`src/rtl/w_input_conditioner.sv`:
```
// Synchronize and debounce the raw w switch and step button.
// Emits clean levels plus registered one-cycle edge pulses.
module w_input_conditioner_chan #(
  parameter int SYNC_STAGES     = 2,
  parameter int DEBOUNCE_CYCLES = 1000000,
  parameter int CNT_W           = 20,
  parameter bit BOTH_EDGES      = 1'b0
) (
  input  logic clk,
  input  logic rst_n,
  input  logic raw,
  output logic level,
  output logic pulse
);

  // bit 1 of the encoding is the debounced level itself
  typedef enum logic [1:0] {
    ST_LO  = 2'b00,
    CHK_HI = 2'b01,
    ST_HI  = 2'b11,
    CHK_LO = 2'b10
  } st_e;

  localparam logic [CNT_W-1:0] CNT_MAX =
    CNT_W'(DEBOUNCE_CYCLES - 1);

  logic [SYNC_STAGES-1:0] sync_q, sync_d;
  st_e                    st_q, st_d;
  logic [CNT_W-1:0]       cnt_q, cnt_d;
  logic                   pulse_q, pulse_d;
  logic                   s;

  assign s = sync_q[SYNC_STAGES-1];

  always_comb begin
    sync_d = {sync_q[SYNC_STAGES-2:0], raw};
    st_d   = st_q;
    cnt_d  = cnt_q;
    unique case (st_q)
      ST_LO: begin
        if (s) begin
          st_d  = CHK_HI;
          cnt_d = '0;
        end
      end
      CHK_HI: begin
        if (!s) begin
          st_d  = ST_LO;
          cnt_d = '0;
        end else if (cnt_q == CNT_MAX) begin
          st_d  = ST_HI;
          cnt_d = '0;
        end else begin
          cnt_d = cnt_q + 1'b1;
        end
      end
      ST_HI: begin
        if (!s) begin
          st_d  = CHK_LO;
          cnt_d = '0;
        end
      end
      CHK_LO: begin
        if (s) begin
          st_d  = ST_HI;
          cnt_d = '0;
        end else if (cnt_q == CNT_MAX) begin
          st_d  = ST_LO;
          cnt_d = '0;
        end else begin
          cnt_d = cnt_q + 1'b1;
        end
      end
      default: begin
        st_d  = ST_LO;
        cnt_d = '0;
      end
    endcase
    pulse_d = ((st_q == CHK_HI) && (st_d == ST_HI)) ||
              (BOTH_EDGES && (st_q == CHK_LO) && (st_d == ST_LO));
  end

  always_ff @(posedge clk or negedge rst_n) begin
    if (!rst_n) begin
      sync_q  <= '0;
      st_q    <= ST_LO;
      cnt_q   <= '0;
      pulse_q <= 1'b0;
    end else begin
      sync_q  <= sync_d;
      st_q    <= st_d;
      cnt_q   <= cnt_d;
      pulse_q <= pulse_d;
    end
  end

  assign level = st_q[1];
  assign pulse = pulse_q;

endmodule

module w_input_conditioner #(
  parameter int SYNC_STAGES     = 2,
  parameter int DEBOUNCE_CYCLES = 1000000,
  parameter int CNT_W           = 20
) (
  input  logic clk,
  input  logic reset,
  input  logic w_raw,
  input  logic step_raw,
  output logic w,
  output logic w_changed,
  output logic step,
  output logic step_level
);

  w_input_conditioner_chan #(
    .SYNC_STAGES    (SYNC_STAGES),
    .DEBOUNCE_CYCLES(DEBOUNCE_CYCLES),
    .CNT_W          (CNT_W),
    .BOTH_EDGES     (1'b1)
  ) u_w (
    .clk  (clk),
    .rst_n(reset),
    .raw  (w_raw),
    .level(w),
    .pulse(w_changed)
  );

  // press-only pulse: release never advances the FSM
  w_input_conditioner_chan #(
    .SYNC_STAGES    (SYNC_STAGES),
    .DEBOUNCE_CYCLES(DEBOUNCE_CYCLES),
    .CNT_W          (CNT_W),
    .BOTH_EDGES     (1'b0)
  ) u_step (
    .clk  (clk),
    .rst_n(reset),
    .raw  (step_raw),
    .level(step_level),
    .pulse(step)
  );

endmodule

```
`config.mk`:
```
export PLATFORM = sky130hd
export DESIGN_NAME = w_input_conditioner
export DESIGN_NICKNAME = d
export VERILOG_FILES = /design/src/rtl/w_input_conditioner.sv
export SDC_FILE = /design/constraint.sdc
export NUM_CORES = 1
export LEC_CHECK = 0
export ABC_CLOCK_PERIOD_IN_PS = 2650
export CORE_ASPECT_RATIO = 0.8
export CORE_MARGIN = 3
export CORE_UTILIZATION = 60
export CTS_BUF_LIST = sky130_fd_sc_hd__clkbuf_16
export CTS_CLUSTER_DIAMETER = 80
export CTS_CLUSTER_SIZE = 28
export DETAILED_ROUTE_END_ITERATION = 10
export HOLD_SLACK_MARGIN = 0.12
export PLACE_DENSITY = 0.89
export REMOVE_ABC_BUFFERS = 1
export SETUP_SLACK_MARGIN = 0.05
export SLEW_MARGIN = 20
export SYNTH_ARGS = -nofsm -noshare
export SYNTH_HDL_FRONTEND = slang
export SYNTH_HIERARCHICAL = 1
export SYNTH_SLANG_ARGS = --single-unit
```
`constraint.sdc`:
```
create_clock -name clk -period 2.65 [get_ports clk]
set_clock_uncertainty 0.2 [all_clocks]
set_input_delay 0.265 -clock clk [delete_from_list [all_inputs] [get_ports clk]]
set_output_delay 0.265 -clock clk [all_outputs]
set_load 0.01 [all_outputs]
```
# Word level (Yosys, flattened, before mapping)
# Cells that the tools add are included.
[op_classes]
add_sub_neg = 2
eq_ne = 14
n_mux = 26
reduce_logical = 9
[ops]
columns = ["operator", "n"]
rows = [
  ["two-way mux 20 bit", 10],
  ["case mux 20 bit (4 select lines)", 2],
  ["adder 20 x 1 -> 20 bit, second input constant", 2],
  ["equality test 20 bit, second input constant", 2],
  ["two-way mux 2 bit", 12],
  ["case mux 2 bit (4 select lines)", 2],
  ["equality test 2 bit, second input constant", 6],
  ["logical NOT 2 bit", 3],
  ["equality test 2 x 1 -> 1 bit, second input constant", 2],
  ["!= test 2 x 1 -> 1 bit, second input constant", 2],
  ["!= test 2 bit, second input constant", 2],
  ["AND reduction 2 bit", 2],
  ["logical AND 1 bit", 3],
  ["logical OR 1 bit", 1],
]
[word_totals]
register_bits = 50
output_inout_bits = 4

# Logic depth before layout (Yosys ltp)
# Gate-level depths: netlist of run 1.
[depth]
ltp_word = 7
mapped_depth = 9

# Hierarchy
# The synthesis of run 1 kept the hierarchy.
[by_module_without_submodules]
columns = ["module", "n_inst", "cells_each", "area_per_inst_um2"]
rows = [
  ["w_input_conditioner_chan at u_w", 1, 154, 1493.9],
  ["w_input_conditioner_chan at u_step", 1, 142, 1372.6],
]

# Worst setup path before layout of run 1
# OpenSTA, ideal clock, no wires.
[synth_path]
path_kind = "flip-flop to flip-flop"
from = "reg u_step.st_q[1]"
to = "reg u_step.cnt_q[19]"
setup_time_ps = 119
arrival_time_ps = 2049
slack_ps = 283
path_stages_with_launch = 9
path_buffers = 1
path_cell_list = "dfrtp_1 inv_1 ha_1 mux2_2 or3_1 clkbuf_1 nor4_1 xnor2_1 nor2_1"
[synth_between]
elab_chain_len = 3
elab_cells_between_ends = 8
classes_between = "5 x eq/ne; 1 x mux; 2 x reduce/logical"
[synth_rtl]
columns = ["item", "line", "rtl"]
rows = [
  ["start: declaration", "28", "st_e st_q, st_d;"],
  ["start signal: assignment", "91", "st_q <= st_d;"],
  ["equality test 2 bit / logical NOT 2 bit (equally long branches)", "39", "unique case (st_q)"],
  ["!= test 2 bit (no source line) / != test 2 x 1 -> 1 bit (equally long branches)", "n/a", ""],
  ["AND reduction 2 bit (no source line)", "n/a", ""],
  ["end signal: assignment", "92", "cnt_q <= cnt_d;"],
  ["end: declaration", "29", "logic [CNT_W-1:0] cnt_q, cnt_d;"],
]
# Parallel ways exist; a longest one is shown, timed or not.
# A chain may end at the register's enable or synchronous reset.

# Final worst setup path of run 1
# Same ends and word-level chain as after synthesis.

==> results of run 1 <==
critical path, cell delays in order (launching register included):
cell	delay, ns
dfrtp_1	0.45
inv_1	0.14
ha_1	0.23
mux2_2	0.31
or3_1	0.52
nor4_2	0.34
xnor2_1	0.15
nor2_1	0.05
layout make-up:
type | count | area, sq um
inverter | 9 | 33.8
clock buffer | 5 | 125
multi-input combinational | 229 | 1550
timing repair buffer | 19 | 158
fill | 282 | 1130
clock inverter | 3 | 63.8
sequential | 50 | 1250
tap | 57 | 71.3
cell families (layout without fill, tap and decap cells):
| kind of cell | count (synthesis) | after routing | synth area share |
|---|---|---|---|
| XOR/XNOR | 25 | 25 | 0.0764 |
| flip-flops | 50 | 50 | 0.436 |
| buffers and inverters | 17 | 36 | 0.0279 |
| multiplexers | 9 | 9 | 0.0332 |
| adder cells (fa/ha/maj) | 12 | 12 | 0.0524 |
| AND/OR/NAND/NOR | 136 | 136 | 0.261 |
| AO/OA/AOI/OAI | 47 | 47 | 0.113 |
worst min path at each step:
stage	from	end	slack (ns)	depth (start not counted)
finish	u_w/sync_q[0]$_DFF_PN0_	u_w/sync_q[1]$_DFF_PN0_	0.15	0
detailed placement	reset	u_w/pulse$_DFF_PN0_	-0.02	1
floorplan	reset	u_step/cnt_q[0]$_DFFE_PN0P_	-0.23	0
global placement	reset	u_w/st_q[1]$_DFF_PN0_	-0.03	1
global route	u_step/sync_q[0]$_DFF_PN0_	u_step/sync_q[1]$_DFF_PN0_	0.16	0
CTS	u_step/sync_q[0]$_DFF_PN0_	u_step/sync_q[1]$_DFF_PN0_	0.15	0
per-layer routing:
| metal | GRT usage | wire length (um) |
|---|---|---|
| met5 | 0 | 0 |
| met4 | 0.110 | 158 |
| met3 | 0.0457 | 403 |
| met2 | 0.387 | 3070 |
| met1 | 0.351 | 2970 |
power breakdown:
group	switching, mW	internal, mW
clock network	0.267	0.537
logic	0.325	0.203
registers	0.0452	0.793
synth_stat cells, types with 4 or more instances:
cell,number
nor2_1,36
o31ai_1,5
mux2_2,4
nand2_1,28
nand4_1,8
nor3_1,7
mux2i_1,5
a21oi_1,4
nand3_1,13
o22ai_1,4
buf_4,4
xor2_1,9
dfrtp_1,50
inv_1,9
o21ai_0,18
nand2b_1,5
xnor2_1,16
ha_1,12
per-stage QoR:
step	worst slack, ns	utilization	instances
5_1_grt	0.0350	0.742	372
2_1_floorplan	0.268	-	288
3_5_place_dp	0.144	0.693	363
4_1_cts	0.139	0.738	372
6_report	0.149	0.742	372
3_3_place_gp	0.299	0.693	363
repair_timing:
| item | CTS | global route |
|---|---|---|
| resized for setup | 0 | 3 |
| hold endpoints to repair | 50 | 0 |
| hold buffers | 1 | 0 |
| setup endpoints to repair | 0 | 3 |
state kept, by name, indices dropped and copies added, names as in the netlist:
register / flops
u_step/cnt_q: 20
u_step/pulse: 1
u_step/st_q: 2
u_step/sync_q: 2
u_w/cnt_q: 20
u_w/pulse: 1
u_w/st_q: 2
u_w/sync_q: 2
==> flow_metrics.py, run 1 <==
metrics = {
    "run_status": {
        "outcome": "completed",
    },
    "grt": {
        "grt_max_degree": 21,
        "grt.overflow.total": 0,
        "grt_pass1_wl_um": 11200,
        "track_usage": 0.251,
        "grt_pass1_vias": 2259,
        "antenna_found_initial": 0,
    },
    "synthesis": {
        "yosys_warnings": 6,
        "ys_ff_latch": 50,
        "postSynthAreaPerCell_sq_um": 9.68,
        "ys_types": 49,
        "synth_cells": 296,
        "syn-cell-area_sq_um": 2870,
        "synth_top_area_share": 0.436,
        "synth_top_area_cell": "dfrtp_1",
        "synth_top_flop_cell": "dfrtp_1",
        "async_reset_ff_frac": 1.00,
        "synth-edff-count": 0,
        "synthTopCellsByArea": "dfrtp_1 (44%), ha_1 (5.2%), xnor2_1 (4.9%), nor2_1 (4.7%), nand2_1 (3.7%)",
        "ys_seq_area_frac": 0.436,
    },
    "setup_path": {
        "rr_endpoint": "u_step/cnt_q[19]$_DFFE_PN0P_",
        "startpoint_type": "register",
        "r2r-start": "u_step/st_q[1]$_DFF_PN0_",
        "r2r_slack_ns": 0.15,
        "required_ns": 2.63,
        "critPathCapture": "u_step/cnt_q[19]$_DFFE_PN0P_",
        "critPathKind": "register to register",
        "worst-path-max-fanout": 8,
        "cp-end-kind": "register",
        "critPathArrivalTime_ns": 2.48,
        "crit_start": "u_step/st_q[1]$_DFF_PN0_",
        "reg2regPathDepth": 7,
    },
    "cells_and_area": {
        "final_area_sq_um": 3260,
        "fin_nets": 330,
        "layout_commonest_cell": "dfrtp_1",
        "drive_above_1_share": 0.130,
        "layout_common_cells": "dfrtp_1 (50), nor2_1 (36), nand2_1 (28), o21ai_0 (18), xnor2_1 (16)",
        "antennaDiodeCount": 0,
        "syn_to_final_growth_pct": 13.6,
    },
    "timing": {
        "clock.fmax_mhz": 400,
        "rsz0062_at_grt": "true",
        "hold_viol": 0,
        "setup_viol": 0,
        "period_share": 0.944,
        "fin_setup_tns_ns": 0,
        "fin_hold_ws_ns": 0.151,
        "drv_slew": 0,
        "period_needed_ns": 2.50,
        "slew_headroom": 0.643,
        "worst_pin_slew_ns": 0.531,
    },
    "placement": {
        "numPortBuffers": 7,
        "dpl_cell_area_sq_um": 3040,
        "hpwl_um": 4320,
        "place.gp.congestion": 0.837,
    },
    "pwr": {
        "leakage_nw": 1.30,
        "power_mw": 2.17,
        "p_per_area_nw_per_um2": 667,
        "peakVddDrop_mv": 0.371,
    },
    "routing": {
        "ant_nets": 0,
        "wl_per_cell_um": 17.7,
        "drt-total-wl_um": 6600,
        "first_pass_iters": 5,
        "viasPerCell": 6.24,
        "remaining_drc_errors": 0,
        "via_count": 2322,
        "first_iter_violations": 224,
    },
    "clock_network": {
        "htree_num_levels": 2,
        "cts-root-buf": "clkbuf_16",
        "cts_sinks": 50,
        "insertion_delay_ns": 0.28,
        "cts_tree": "done",
        "postCtsSetupRepairBufs": 0,
        "cts.clk_slew.worst_paths_ns": 0.07,
        "cts_made_buffers": 5,
        "clk_path_buf_depth": 2,
    },
    "run": {
        "drv_cap": 0,
    },
    "min_path": {
        "hold_path.class": "register to register",
    },
    "floorplanning": {
        "die_x_um": 83.3,
        "die-height_um": 67.8,
        "core-area_sq_um": 4390,
        "row_count": 21,
        "io_pins": 8,
        "die_area_sq_um": 5650,
        "initial_core_util": 0.653,
    },
}
No activity file was read; power rests on OpenSTA's default activity.
==> inputs of run 2 (changes only) <==
- TNS_END_PERCENT: not set -> 50
==> flow_metrics.py, run 2 (synthesis results as in run 1) <==
metrics = {
    "pwr": {
        "leakage_nw": 1.30,
        "p_per_area_nw_per_um2": 670,
        "peakVddDrop_mv": 0.418,
        "power_mw": 2.17,
    },
    "clock_network": {
        "postCtsSetupRepairBufs": 0,
        "cts_tree": "done",
        "htree_num_levels": 2,
        "cts_sinks": 50,
        "cts-root-buf": "clkbuf_16",
        "cts_made_buffers": 5,
        "clk_path_buf_depth": 2,
        "cts.clk_slew.worst_paths_ns": 0.07,
        "insertion_delay_ns": 0.28,
    },
    "routing": {
        "first_pass_iters": 5,
        "viasPerCell": 6.29,
        "wl_per_cell_um": 17.8,
        "remaining_drc_errors": 0,
        "first_iter_violations": 239,
        "via_count": 2341,
        "drt-total-wl_um": 6610,
        "ant_nets": 0,
    },
    "timing": {
        "hold_viol": 0,
        "rsz0062_at_grt": "true",
        "fin_hold_ws_ns": 0.151,
        "clock.fmax_mhz": 390,
        "period_share": 0.968,
        "fin_setup_tns_ns": 0,
        "drv_slew": 0,
        "setup_viol": 0,
        "slew_headroom": 0.578,
        "period_needed_ns": 2.56,
        "worst_pin_slew_ns": 0.628,
    },
    "setup_path": {
        "reg2regPathDepth": 6,
        "required_ns": 2.63,
        "critPathArrivalTime_ns": 2.54,
        "crit_start": "u_step/cnt_q[0]$_DFFE_PN0P_",
        "r2r_slack_ns": 0.09,
        "cpPeakStageDelay_ns": 0.56,
        "critPathKind": "register to register",
        "worst-path-max-fanout": 4,
        "cp-end-kind": "register",
        "critPathCapture": "u_step/pulse$_DFF_PN0_",
        "r2r-start": "u_step/cnt_q[0]$_DFFE_PN0P_",
        "rr_endpoint": "u_step/pulse$_DFF_PN0_",
        "worst_path_max_delay_cell": "or4_4",
        "worstPathCellList": "ha_1 -> nand3_1 -> or4_4 -> nor4_1 -> o211ai_2 -> and3_1",
        "startpoint_type": "register",
    },
    "placement": {
        "place.gp.congestion": 0.837,
        "hpwl_um": 4320,
        "numPortBuffers": 7,
        "placed_cells": 363,
    },
    "grt": {
        "track_usage": 0.251,
        "gr-usage-met3": 0.0457,
        "grt.overflow.total": 0,
        "grt_pass1_wl_um": 11200,
        "grt_pass1_vias": 2259,
        "antenna_found_initial": 0,
        "busiest_layer": "met2",
        "grt_max_degree": 21,
        "grtUsageMet2": 0.387,
        "grt.met1_usage": 0.351,
    },
    "cells_and_area": {
        "antennaDiodeCount": 0,
        "layout_commonest_cell": "dfrtp_1",
        "final_util": 0.739,
        "fill_cells": 287,
        "top_regs": "u_step/cnt_q: 20 flops, u_w/cnt_q: 20 flops",
        "syn_to_final_growth_pct": 13.2,
        "fin_nets": 330,
        "drive_above_1_share": 0.124,
        "finalNonFillerCells": 372,
        "layout_common_cells": "dfrtp_1 (50), nor2_1 (36), nand2_1 (28), o21ai_0 (18), xnor2_1 (16)",
    },
    "floorplanning": {
        "row_count": 21,
        "die-height_um": 67.8,
        "core-area_sq_um": 4390,
        "initial_core_util": 0.653,
        "die_x_um": 83.3,
        "io_pins": 8,
        "die_area_sq_um": 5650,
    },
    "min_path": {
        "hold_path.class": "register to register",
    },
    "run_status": {
        "outcome": "completed",
    },
    "run": {
        "drv_cap": 0,
    },
}
-- run 2: changes by cell type in the layout (fill, tap and decap cells not counted) --
cell,previous run,this run
nor4_2,4,3
nor3_1,6,7
nor4_1,1,2
nor3_2,1,0
-- run 2: how the worst min path moves through the flow --
| stage | startpoint | endpoint | cells past startpoint | slack (ns) |
|---|---|---|---|---|
| after floorplan | reset | u_step/cnt_q[0]$_DFFE_PN0P_ | 0 | -0.23 |
| after global placement | reset | u_w/st_q[1]$_DFF_PN0_ | 1 | -0.03 |
| after detailed placement | reset | u_w/pulse$_DFF_PN0_ | 1 | -0.02 |
| after CTS | u_step/sync_q[0]$_DFF_PN0_ | u_step/sync_q[1]$_DFF_PN0_ | 0 | 0.15 |
| after global routing | u_step/sync_q[0]$_DFF_PN0_ | u_step/sync_q[1]$_DFF_PN0_ | 0 | 0.16 |
| final | u_w/sync_q[0]$_DFF_PN0_ | u_w/sync_q[1]$_DFF_PN0_ | 0 | 0.15 |
-- run 2: layout make-up --
| cell class | instances | area, sq um | share of cell area |
|---|---|---|---|
| inverters | 9 | 33.8 | 0.0104 |
| clock buffers | 5 | 125 | 0.0386 |
| flip-flops and latches | 50 | 1250 | 0.386 |
| repair buffers | 19 | 158 | 0.0486 |
| multi-input cells | 229 | 1540 | 0.475 |
| clock inverters | 3 | 63.8 | 0.0197 |
| well taps | 57 | 71.3 | 0.0220 |
-- run 2: metal layers --
metal / routed length, um / share of wire
met1: 3040 / 0.46
met2: 3110 / 0.47
met3: 351 / 0.053
met4: 114 / 0.017
met5: 0 / 0
-- run 2: worst max-delay path, delay by kind of cell, from the launching register on --
| kind | cells | cell delay (ns) |
|---|---|---|
| DFF | 1 | 0.39 |
| AOI/OAI and AO/OA | 1 | 0.17 |
| adders and majority gates | 1 | 0.20 |
| and+or+nand+nor | 4 | 1.49 |
-- run 2: per-stage QoR --
stage          area [sq um]  setup WS, ns
2_1_floorplan          2820         0.268
6_report               3240        0.0859
5_1_grt                3240        0.0152
3_3_place_gp           3040         0.299
3_5_place_dp           3040         0.144
4_1_cts                3240         0.139
-- run 2: where the power goes --
group	switching (mW)	total, mW	internal, mW	leakage (nW)
clock	0.269	0.807	0.537	0.0915
sequential	0.0447	0.838	0.793	0.685
combinational	0.327	0.530	0.203	0.525
-- run 2: what timing repair did --
item / 4_1_cts / 5_1_grt
hold buffers: 1 / 0
resized for setup: 0 / 1
endpoints found under the hold margin: 50 / 0
setup endpoints to repair: 0 / 3
